--- src/rtl/vga_timing.sv ---
// Raster timing generator and display output stage for the VGA text path.
// Latency: newline leads first advance by LEAD clocks; pixel_in -> rgb and control decode -> syncs 1 clock.
// Backpressure: none; free-running raster, downstream pixeldata must keep up with advance.
//
// Ports:
//   clk       pixel clock (25 MHz for 640x480@60)
//   rst_n     asynchronous active-low reset
//   pixel_in  RGB444 from pixeldata.pixel
//   newline   one-clock pulse starting a line fetch in pixeldata
//   line      text-raster line for the fetch, valid with newline, held between pulses
//   advance   high during active pixels, steps the pixel shifter
//   frame     one-clock pulse at hcount=0, vcount=0
//   hsync_n   horizontal sync, active-low, aligned with rgb
//   vsync_n   vertical sync, active-low, aligned with rgb
//   rgb       blanked pixel to the DAC
module vga_timing #(
    parameter int H_ACTIVE = 640,
    parameter int H_FP     = 16,
    parameter int H_SYNC   = 96,
    parameter int H_BP     = 48,
    parameter int V_ACTIVE = 480,
    parameter int V_FP     = 10,
    parameter int V_SYNC   = 2,
    parameter int V_BP     = 33,
    parameter int LEAD     = 4
) (
    input  logic        clk,
    input  logic        rst_n,
    input  logic [11:0] pixel_in,
    output logic        newline,
    output logic [7:0]  line,
    output logic        advance,
    output logic        frame,
    output logic        hsync_n,
    output logic        vsync_n,
    output logic [11:0] rgb
);

    localparam int H_TOTAL = H_ACTIVE + H_FP + H_SYNC + H_BP;
    localparam int V_TOTAL = V_ACTIVE + V_FP + V_SYNC + V_BP;

    typedef logic [9:0] cnt_t;

    localparam cnt_t H_LAST   = cnt_t'(H_TOTAL - 1);
    localparam cnt_t V_LAST   = cnt_t'(V_TOTAL - 1);
    localparam cnt_t H_ACT    = cnt_t'(H_ACTIVE);
    localparam cnt_t V_ACT    = cnt_t'(V_ACTIVE);
    localparam cnt_t H_NL     = cnt_t'(H_TOTAL - LEAD);
    localparam cnt_t H_RST    = cnt_t'(H_TOTAL - LEAD - 1);
    localparam cnt_t HS_BEG   = cnt_t'(H_ACTIVE + H_FP);
    localparam cnt_t HS_END   = cnt_t'(H_ACTIVE + H_FP + H_SYNC - 1);
    localparam cnt_t VS_BEG   = cnt_t'(V_ACTIVE + V_FP);
    localparam cnt_t VS_END   = cnt_t'(V_ACTIVE + V_FP + V_SYNC - 1);

    // Raster counters
    cnt_t hcount;
    cnt_t vcount;

    // Next-counter values and the decodes taken from them. Decoding the
    // next values lets every control output be a flop while still being
    // true in the same cycle as the counter value it describes.
    cnt_t       hcount_nxt;
    cnt_t       vcount_nxt;
    cnt_t       vnext_nxt;
    logic       active_d;
    logic       newline_d;
    logic [7:0] line_d;
    logic       frame_d;
    logic       hs_d;
    logic       vs_d;

    // Control-stage sync decodes, one stage ahead of the pins
    logic       hs;
    logic       vs;

    function automatic cnt_t v_step(input cnt_t v);
        return (v == V_LAST) ? '0 : v + 10'd1;
    endfunction

    always_comb begin
        hcount_nxt = '0;
        vcount_nxt = vcount;
        if (hcount != H_LAST) begin
            hcount_nxt = hcount + 10'd1;
        end else begin
            vcount_nxt = v_step(vcount);
        end

        // Line the upcoming fetch is for: the line after the counter
        // value that will be current when newline is seen.
        vnext_nxt = v_step(vcount_nxt);

        active_d  = (hcount_nxt < H_ACT) && (vcount_nxt < V_ACT);
        newline_d = (hcount_nxt == H_NL) && (vnext_nxt < V_ACT);
        // Each text-raster line is shown on two scan lines
        line_d    = vnext_nxt[8:1];
        frame_d   = (hcount_nxt == '0) && (vcount_nxt == '0);
        hs_d      = (hcount_nxt >= HS_BEG) && (hcount_nxt <= HS_END);
        vs_d      = (vcount_nxt >= VS_BEG) && (vcount_nxt <= VS_END);
    end

    // Counters and control stage. Reset parks the raster LEAD+1 clocks
    // before the end of the last line so the first clock out of reset
    // issues the row-0 fetch and the frame starts LEAD clocks later.
    always_ff @(posedge clk or negedge rst_n) begin
        if (!rst_n) begin
            hcount  <= H_RST;
            vcount  <= V_LAST;
            newline <= 1'b0;
            line    <= '0;
            advance <= 1'b0;
            frame   <= 1'b0;
            hs      <= 1'b0;
            vs      <= 1'b0;
        end else begin
            hcount  <= hcount_nxt;
            vcount  <= vcount_nxt;
            newline <= newline_d;
            if (newline_d) begin
                line <= line_d;
            end
            advance <= active_d;
            frame   <= frame_d;
            hs      <= hs_d;
            vs      <= vs_d;
        end
    end

    // Display stage: pixeldata returns the pixel for the current advance
    // cycle, so blanking with advance and delaying the syncs by the same
    // one clock keeps rgb and sync edges aligned at the connector.
    always_ff @(posedge clk or negedge rst_n) begin
        if (!rst_n) begin
            hsync_n <= 1'b1;
            vsync_n <= 1'b1;
            rgb     <= '0;
        end else begin
            hsync_n <= !hs;
            vsync_n <= !vs;
            rgb     <= advance ? pixel_in : 12'h000;
        end
    end

endmodule

--- config.mk ---
export PLATFORM = sky130hd
export DESIGN_NAME = vga_timing
export DESIGN_NICKNAME = d
export VERILOG_FILES = /design/src/rtl/vga_timing.sv
export SDC_FILE = /design/constraint.sdc
export NUM_CORES = 1
export LEC_CHECK = 0
export CAP_MARGIN = 20
export CORE_MARGIN = 4
export CORE_UTILIZATION = 54
export DETAILED_ROUTE_END_ITERATION = 7
export PLACE_DENSITY = 0.81
export SETUP_SLACK_MARGIN = 0.3
export SKIP_LAST_GASP = 1
export SYNTH_ARGS = -nofsm -noshare
export SYNTH_HDL_FRONTEND = slang
export SYNTH_SLANG_ARGS = --single-unit
--- constraint.sdc ---
create_clock -name clk -period 4.4 [get_ports clk]
set_clock_uncertainty 0.15 [all_clocks]
set_input_delay 0.88 -clock clk [delete_from_list [all_inputs] [get_ports clk]]
set_output_delay 0.88 -clock clk [all_outputs]
set_load 0.02 [all_outputs]
; ---- Word-level counts from Yosys, hierarchy flattened
; Index checks and enable logic that the tools add are counted.
[totals]
register_bits = 47
wordCells = 39
mem_bits_rw = 0
n_memories = 0
latchBits = 0
rom_bits = 0
out_inout_bits = 25
[op_classes]
eq_ne = 4
reduce_logical = 9
n_addsub = 3
n_shift = 0
n_lt_le_gt_ge = 7
div = 0
mul = 0
bitwise_logic = 0
n_mux = 5
[ops]
columns = cell, n
row1 = 2-to-1 mux 10 bit, 4
row2 = "adder 10 x 1 -> 10 bit, second input constant", 3
row3 = "equality test 10 bit, second input constant", 3
row4 = zero test 10 bit, 2
row5 = "< comparator 10 x 9 -> 1 bit, second input constant", 2
row6 = 2-to-1 mux 12 bit, 1
row7 = "greater-or-equal comparator 10 bit, second input constant", 1
row8 = "greater-or-equal comparator 10 x 9 -> 1 bit, second input constant", 1
row9 = "less-or-equal comparator 10 bit, second input constant", 1
row10 = "less-or-equal comparator 10 x 9 -> 1 bit, second input constant", 1
row11 = "< comparator 10 bit, second input constant", 1
row12 = "!= test 10 bit, second input constant", 1
row13 = logical AND 1 bit, 5
row14 = zero test 1 bit, 2

; ---- Logic depth before layout (Yosys ltp)
; Gate-level depths: netlist of the first run.
[depth]
ltp_word = 7
depth_mapped = 15
ltp_nobuf = 14

; ---- Worst setup path before layout of the first run
; OpenSTA, ideal clock, no wires.
[synth_timing]
kind = reg-to-reg
startpoint = reg hcount[0]
endpoint = reg line[0]
stages_incl_launch_ff = 12
setup_slack_ns = 0.872
setup_ns = 0.125
period_less_slack_ns = 3.528
t_arrival_ns = 3.253
path_cell_list = dfstp_2 > ha_1 > nand4_2 > nor4_2 > xnor2_1 > inv_1 > nor4_1 > nand4b_1 > a31oi_4 > nor2b_2 > buf_6 > mux2_4
[synth_between]
elab_chain_cells = 6
word_cells_on_any_way = 10
classes_between = add/sub (2) / order compare (1) / eq/ne (3) / mux (3) / reduce/logical (1)
[synth_rtl]
columns = item, line_no
row1 = start: declaration, 56  ; cnt_t hcount;
row2 = start signal: assignment, 116  ; hcount <= hcount_nxt;
row3 = != test 10 bit (*), 83  ; if (hcount != H_LAST) begin
row4 = 2-to-1 mux 10 bit (*), 83
row5 = via vcount_nxt[8], 63  ; cnt_t vcount_nxt;
row6 = adder 10 x 1 -> 10 bit / equality test 10 bit (equally long branches), 77  ; return (v == V_LAST) ? '0 : v + 10'd1;
row7 = 2-to-1 mux 10 bit (*), 77
row8 = < comparator 10 x 9 -> 1 bit, 94  ; newline_d = (hcount_nxt == H_NL) && (vnext_nxt < V_ACT);
row9 = logical AND 1 bit, 94
row10 = end signal: assignment, 120  ; line <= line_d;
row11 = end: declaration, 31  ; output logic [7:0] line,
; The timed path passes the listed nets; every way through them passes the cells marked *.
; A chain may end at the register's enable or synchronous reset.

; ---- Worst setup path in the final report of the first run
[layout_timing]
startpoint = reg hcount[0]
endpoint = reg line[2]
; The elaborated chain is that of the path after synthesis.

==> results.yml, run 1 <==
outcome:
  run_status: "complete, no violations"
global_routing:
  global_route_wire_length_before_repair_microns: 9920
  globalRouteTotalUtil_pct: 21.0
  pin_count_of_the_biggest_net_entering_global_routing: 48
  first_global_vias: 1999
  grt_remaining_overflow: 0
  grt_antenna_before_repair: 0
route:
  route.detailed.drc: 0
  postRouteAntennaNets: 0
  vias_per_cell: 5.71
  drt-wirelength-per-cell_microns: 16.6
  drt_first_iter_violations: 208
  dr_total_vias: 1988
  drtPass1Iterations: 4
  wirelength_microns: 5770
clock_tree:
  cts_tree: "done"
  clock_tree.htree_level_count: 2
  postCtsHoldBufs: 0
  ctsRootBufferMaster: "sky130_fd_sc_hd__clkbuf_8"
  worst_skew_pair.late_latency_ps: 310
  cts_setup_buffers: 0
  cts.sink_count: 47
  reg_clk_slew_reported_paths_ps: 90
  tritoncts.num_buffers: 5
  post_cts.resized_instances: 0
  ctsLongestPathBuffers: 2
sta:
  unrepaired_setup_endpoints_after_global_routing: "no"
  report.final.hold_viol_count: 0
  fin_crit_period_ps: 3880
  setup_tns_ps: 0
  setup_violations: 0
  timing.final.crit_share_pct: 88.2
  slew_violations: 0
  max-slew-margin-rel_pct: 55.9
  maxClockFrequency_ghz: 0.258
  max_slew.worst_pin.slew_ps: 656
setup_path:
  worst-setup-path-type: "reg -> reg"
  timing.critical_path.from_type: "flip-flop"
  critPathMaxFanout: 8
  worstSetupStartpoint: "hcount[0]"
  timing.reg2reg.setup_slack_ps: 520
  timing.critical_path.to_type: "flip-flop"
  r2r_start: "hcount[0]"
  timing.critical_path.required_ps: 4450
  worst_ep_arrival_time_ps: 3930
floorplanning:
  die-height_microns: 78.4
  design.die.area_sq_um: 6140
  chipWidth_microns: 78.4
  fp-row-count: 25
  io_pins: 39
  initial_utilization_pct: 56.2
  core_area_sq_um: 4750
synth:
  netlist_top_cells_area: "sky130_fd_sc_hd__dfrtp_1 (34%), sky130_fd_sc_hd__dfstp_2 (11%), sky130_fd_sc_hd__xnor2_1 (3.9%), sky130_fd_sc_hd__and2_1 (3.3%), sky130_fd_sc_hd__ha_1 (3.3%)"
  synth_area_per_cell_sq_um: 11.0
  synth.net_count: 264
  netlist_instances: 243
  ys_types: 69
  synth.cell_area_sq_um: 2670
  synthFlopType: "sky130_fd_sc_hd__dfrtp_1"
  yosysSeqAreaShare_pct: 44.5
  post-synth-top-area-cell: "sky130_fd_sc_hd__dfrtp_1"
  synth-seq-cells: 47
  synth_edf_count: 0
  post_synth_most_frequent_cells: "sky130_fd_sc_hd__dfrtp_1 (36), sky130_fd_sc_hd__inv_1 (20), sky130_fd_sc_hd__and2_1 (14), sky130_fd_sc_hd__nand2_1 (14), sky130_fd_sc_hd__xnor2_1 (12)"
  top_cell_type_s_share_of_synthesized_area_pct: 33.7
  postSynth.asyncResetShare_pct: 100
  yosys_warnings: 0
  yosys.cell_count.top_type: "sky130_fd_sc_hd__dfrtp_1"
job:
  timing.max_cap.violations: 0
finish:
  utilization_pct: 67.4
  drive_gt1_share_pct: 20.3
  finalNonFillerCells: 348
  fillCellCount: 395
  area.growth.synth_to_final_pct: 19.9
  fin_nets: 301
  diodes: 0
hold_path:
  hold_class: "reg -> reg"
  min-delay-start: "hs"
place:
  dp_hpwl_microns: 4320
  place.port_buffers: 38
  dp_cells: 339
  gp_congestion: 0.840
pwr:
  power.leakage_uw: 0.00137
  power_density_nw_per_um2: 238
  ir_worst_vdd_v: 0.000172
[state kept, by name, indices dropped and copies added (netlist names)]
name	flops
frame	1
rgb	12
newline	1
hs	1
hcount	10
vcount	10
line	8
hsync_n	1
vs	1
advance	1
vsync_n	1
[where the power goes]
group / switching [uW] / leakage [uW] / internal [uW]
Sequential: 1.47 / 0.000580 / 438
Combinational: 20.1 / 0.000745 / 23.4
Clock: 151 / 0.0000474 / 128
Total: 172 / 0.00137 / 589
[cell families after synthesis]
group           Yosys count  synth area share, %
mux                       6                 3.00
buf+inv                  33                 6.41
fa+ha+maj                 7                 3.28
flops                    47                 44.5
compound gates           39                 13.5
xor+xnor                 15                 4.92
simple gates             96                 24.4
[worst paths after layout]
check,endpoint,depth (start not counted)
max,line[2],13
min,hsync_n,1
max reg2reg,line[2],13
min reg2reg,hsync_n,1
max in group asynchronous,vcount[2],2
min in group asynchronous,hcount[5],1
[worst max-delay path, stage by stage, from the launching register on]
cell                       delay [ps]
sky130_fd_sc_hd__dfstp_2          580
sky130_fd_sc_hd__ha_2             270
sky130_fd_sc_hd__and4_1           310
sky130_fd_sc_hd__nand3_2          220
sky130_fd_sc_hd__nor2_1           190
sky130_fd_sc_hd__nand2_1           60
sky130_fd_sc_hd__o21ai_0          200
sky130_fd_sc_hd__ha_2             320
sky130_fd_sc_hd__inv_1             70
sky130_fd_sc_hd__a311oi_4         340
sky130_fd_sc_hd__nor4_1           110
sky130_fd_sc_hd__o311a_1          380
sky130_fd_sc_hd__nor2b_4          260
sky130_fd_sc_hd__mux2_4           320
[routing by layer]
metal  share of wire, %  global-route usage, %  vias up  wire length (microns)
met5                  0                      0        -                      0
met4                1.6                   7.34        0                     93
met3                5.1                   5.62       11                    292
met2                 47                   33.2       57                   2700
met1                 47                   28.1      965                   2690
li1                   -                      -      955                      -
[cell type report]
class	count	area [sq um]	share of cell area, %
flip-flops and latches	47	1190	37.1
clock inverters	2	16.3	0.508
multi-input cells	163	1340	41.7
clock buffers	6	82.6	2.58
repair buffers	40	403	12.6
well taps	67	83.8	2.62
inverters	23	91.3	2.85
[through the flow]
step	worst slack (ps)	instance area (sq um)	hold WS [ps]	total power, uW
floorplan	872	2670	187	459
global placement	457	3060	188	489
detailed placement	369	3060	192	490
CTS	344	3160	204	768
global route	312	3200	225	793
finish	521	3200	203	761
[layout by cell type, fill, tap and decap left out, types with 3 or more instances in the layout]
| master | instances |
|---|---|
| sky130_fd_sc_hd__dfrtp_1 | 36 |
| sky130_fd_sc_hd__nand3_2 | 3 |
| sky130_fd_sc_hd__inv_1 | 20 |
| sky130_fd_sc_hd__a21oi_1 | 5 |
| sky130_fd_sc_hd__mux2_4 | 4 |
| sky130_fd_sc_hd__o21ai_0 | 7 |
| sky130_fd_sc_hd__and2_1 | 14 |
| sky130_fd_sc_hd__dfstp_2 | 11 |
| sky130_fd_sc_hd__clkbuf_8 | 6 |
| sky130_fd_sc_hd__o31ai_1 | 3 |
| sky130_fd_sc_hd__xor2_1 | 3 |
| sky130_fd_sc_hd__nor4_2 | 4 |
| sky130_fd_sc_hd__ha_1 | 5 |
| sky130_fd_sc_hd__nor4_1 | 3 |
| sky130_fd_sc_hd__nand4_1 | 9 |
| sky130_fd_sc_hd__xnor2_1 | 12 |
| sky130_fd_sc_hd__nor2_1 | 7 |
| sky130_fd_sc_hd__clkdlybuf4s50_1 | 37 |
| sky130_fd_sc_hd__nand2_1 | 14 |
| sky130_fd_sc_hd__nand3_1 | 9 |
| sky130_fd_sc_hd__or3_1 | 4 |
| sky130_fd_sc_hd__nor3_1 | 7 |
No activity file was read; power rests on OpenSTA's default activity.
==> inputs of run 2 (changes only) <==
Settings changed: CORE_UTILIZATION 54 to 56, CTS_BUF_LIST set to sky130_fd_sc_hd__clkbuf_4 sky130_fd_sc_hd__clkbuf_8, PLACE_DENSITY 0.81 to 0.84.
==> run 2 against run 1 <==
Combinational power barely moved. Final area fell by 0.86%. Non-clock buffer count did not move. Sequential share of layout area rose by 0.32 points. Flip-flop and latch count did not move. Highest routed layer unchanged. Critical path depth did not move. Power fell by 1.8%. Setup slack improved by 24 ps.
==> results.yml, run 2 (same netlist as run 1, synthesis figures left out) <==
outcome:
  run_status: "complete, no violations"
finish:
  top_library_cells_by_usage_in_the_layout_fill_and_taps_aside: "sky130_fd_sc_hd__clkdlybuf4s50_1 (37), sky130_fd_sc_hd__dfrtp_1 (36), sky130_fd_sc_hd__inv_1 (19)"
  commonest_non_fill_non_tap_cell_in_the_layout: "sky130_fd_sc_hd__clkdlybuf4s50_1"
  largest_register: "rgb"
  drive_gt1_share_pct: 20.3
  finalNonFillerCells: 333
  diodes: 0
  largest_register_ffs: 12
  fin_nets: 301
  reg.largest.list: "rgb x12, hcount x10, vcount x10"
  area.growth.synth_to_final_pct: 18.8
setup_path:
  timing.critical_path.required_ps: 4450
  worst-setup-path-type: "reg -> reg"
  worst_ep_arrival_time_ps: 3910
  timing.critical_path.from_type: "flip-flop"
  critPathMaxFanout: 8
  r2r_cells: 13
  timing.critical_path.to_type: "flip-flop"
sta:
  timing.final.crit_share_pct: 87.6
  report.final.hold_viol_count: 0
  unrepaired_setup_endpoints_after_global_routing: "no"
  max_slew.worst_pin.slew_ps: 663
  layout_setup_ws_ps: 545
  max-slew-margin-rel_pct: 55.5
  setup_violations: 0
  slew_violations: 0
  fin_crit_period_ps: 3860
  maxClockFrequency_ghz: 0.259
  setup_tns_ps: 0
place:
  dp_hpwl_microns: 4380
  dp_worst_setup_slack_ps: 226
  place.port_buffers: 38
  gp_congestion: 0.983
  dp_cells: 324
global_routing:
  pin_count_of_the_biggest_net_entering_global_routing: 48
  first_global_vias: 2048
  grt_antenna_before_repair: 0
  globalRouteTotalUtil_pct: 21.2
  global_route_wire_length_before_repair_microns: 10100
  grt_remaining_overflow: 0
floorplanning:
  design.die.area_sq_um: 5940
  io_pins: 39
  fp-row-count: 24
  die-height_microns: 77.1
  initial_utilization_pct: 59.7
  core_area_sq_um: 4470
  chipWidth_microns: 77.1
hold_path:
  hold_class: "reg -> reg"
  min_path_cells: 1
clock_tree:
  ctsRootBufferMaster: "sky130_fd_sc_hd__clkbuf_8"
  cts_tree: "done"
  cts.sink_count: 47
  worst_skew_pair.late_latency_ps: 310
  clock_tree.htree_level_count: 2
  tritoncts.num_buffers: 5
  reg_clk_slew_reported_paths_ps: 90
  ctsLongestPathBuffers: 2
route:
  route.detailed.drc: 0
  dr_total_vias: 2014
  wirelength_microns: 5800
  vias_per_cell: 6.05
  drtPass1Iterations: 5
  drt_first_iter_violations: 146
  drt-wirelength-per-cell_microns: 17.4
  postRouteAntennaNets: 0
pwr:
  ir_worst_vdd_v: 0.000216
  power_density_nw_per_um2: 236
  power.leakage_uw: 0.00138
job:
  timing.max_cap.violations: 0
==> run 2: final cells by class <==
type,count,area [sq um]
clock buffer,5,68.8
clock inverter,3,22.5
fill,335,1300
inverter,23,91.3
multi-input combinational,163,1340
sequential,47,1190
tap,52,65.1
timing repair buffer,40,403
==> run 2: critical path: stages (launching register included) <==
cell and delay [ps]:
sky130_fd_sc_hd__dfstp_2 580, sky130_fd_sc_hd__ha_1 310, sky130_fd_sc_hd__and4_1 320, sky130_fd_sc_hd__nand3_2 170, sky130_fd_sc_hd__nor2_1 180, sky130_fd_sc_hd__nand2_1 70
sky130_fd_sc_hd__o21ai_0 170, sky130_fd_sc_hd__ha_1 290, sky130_fd_sc_hd__inv_1 80, sky130_fd_sc_hd__a311oi_4 330, sky130_fd_sc_hd__nor4_1 130, sky130_fd_sc_hd__o311a_1 380
sky130_fd_sc_hd__nor2b_4 260, sky130_fd_sc_hd__mux2_4 320
==> run 2: stage by stage <==
| step | hold slack (ps) | area (sq um) | utilization (%) | total power [uW] |
|---|---|---|---|---|
| 2_1_floorplan | 187 | 2670 | - | 459 |
| 3_3_place_gp | 188 | 3040 | 68.0 | 489 |
| 3_5_place_dp | 193 | 3040 | 68.0 | 490 |
| 4_1_cts | 206 | 3140 | 70.1 | 755 |
| 5_1_grt | 224 | 3180 | 71.0 | 781 |
| 6_report | 205 | 3180 | 71.0 | 748 |
==> run 2: timing repair <==
item	4_1_cts	5_1_grt
gates cloned	0	0
setup endpoints to repair	4	6
resized for setup	1	4
hold buffers	0	0
setup buffers	0	0
==> run 2: layer usage <==
metal / track usage (%) / share of wire [%] / vias up
met5: 0 / 0 / -
met4: 8.19 / 2.7 / 0
met1: 28.3 / 44 / 936
li1: - / - / 954
met3: 7.14 / 8.5 / 18
met2: 32.0 / 45 / 106
==> run 2: path summary, 6_finish.rpt <==
path                       startpoint   endpoint  slack, ps
max                         hcount[0]    line[0]        540
min                                hs    hsync_n        200
max reg2reg                 hcount[0]    line[0]        540
min reg2reg                        hs    hsync_n        200
max in group asynchronous       rst_n  vcount[3]       3190
min in group asynchronous       rst_n         hs        350
==> run 2: power breakdown <==
part           internal, uW  switching, uW  total, uW
logic                  23.4           20.4       43.7
clock network           114            151        265
registers               438           1.32        439
total                   575            173        748
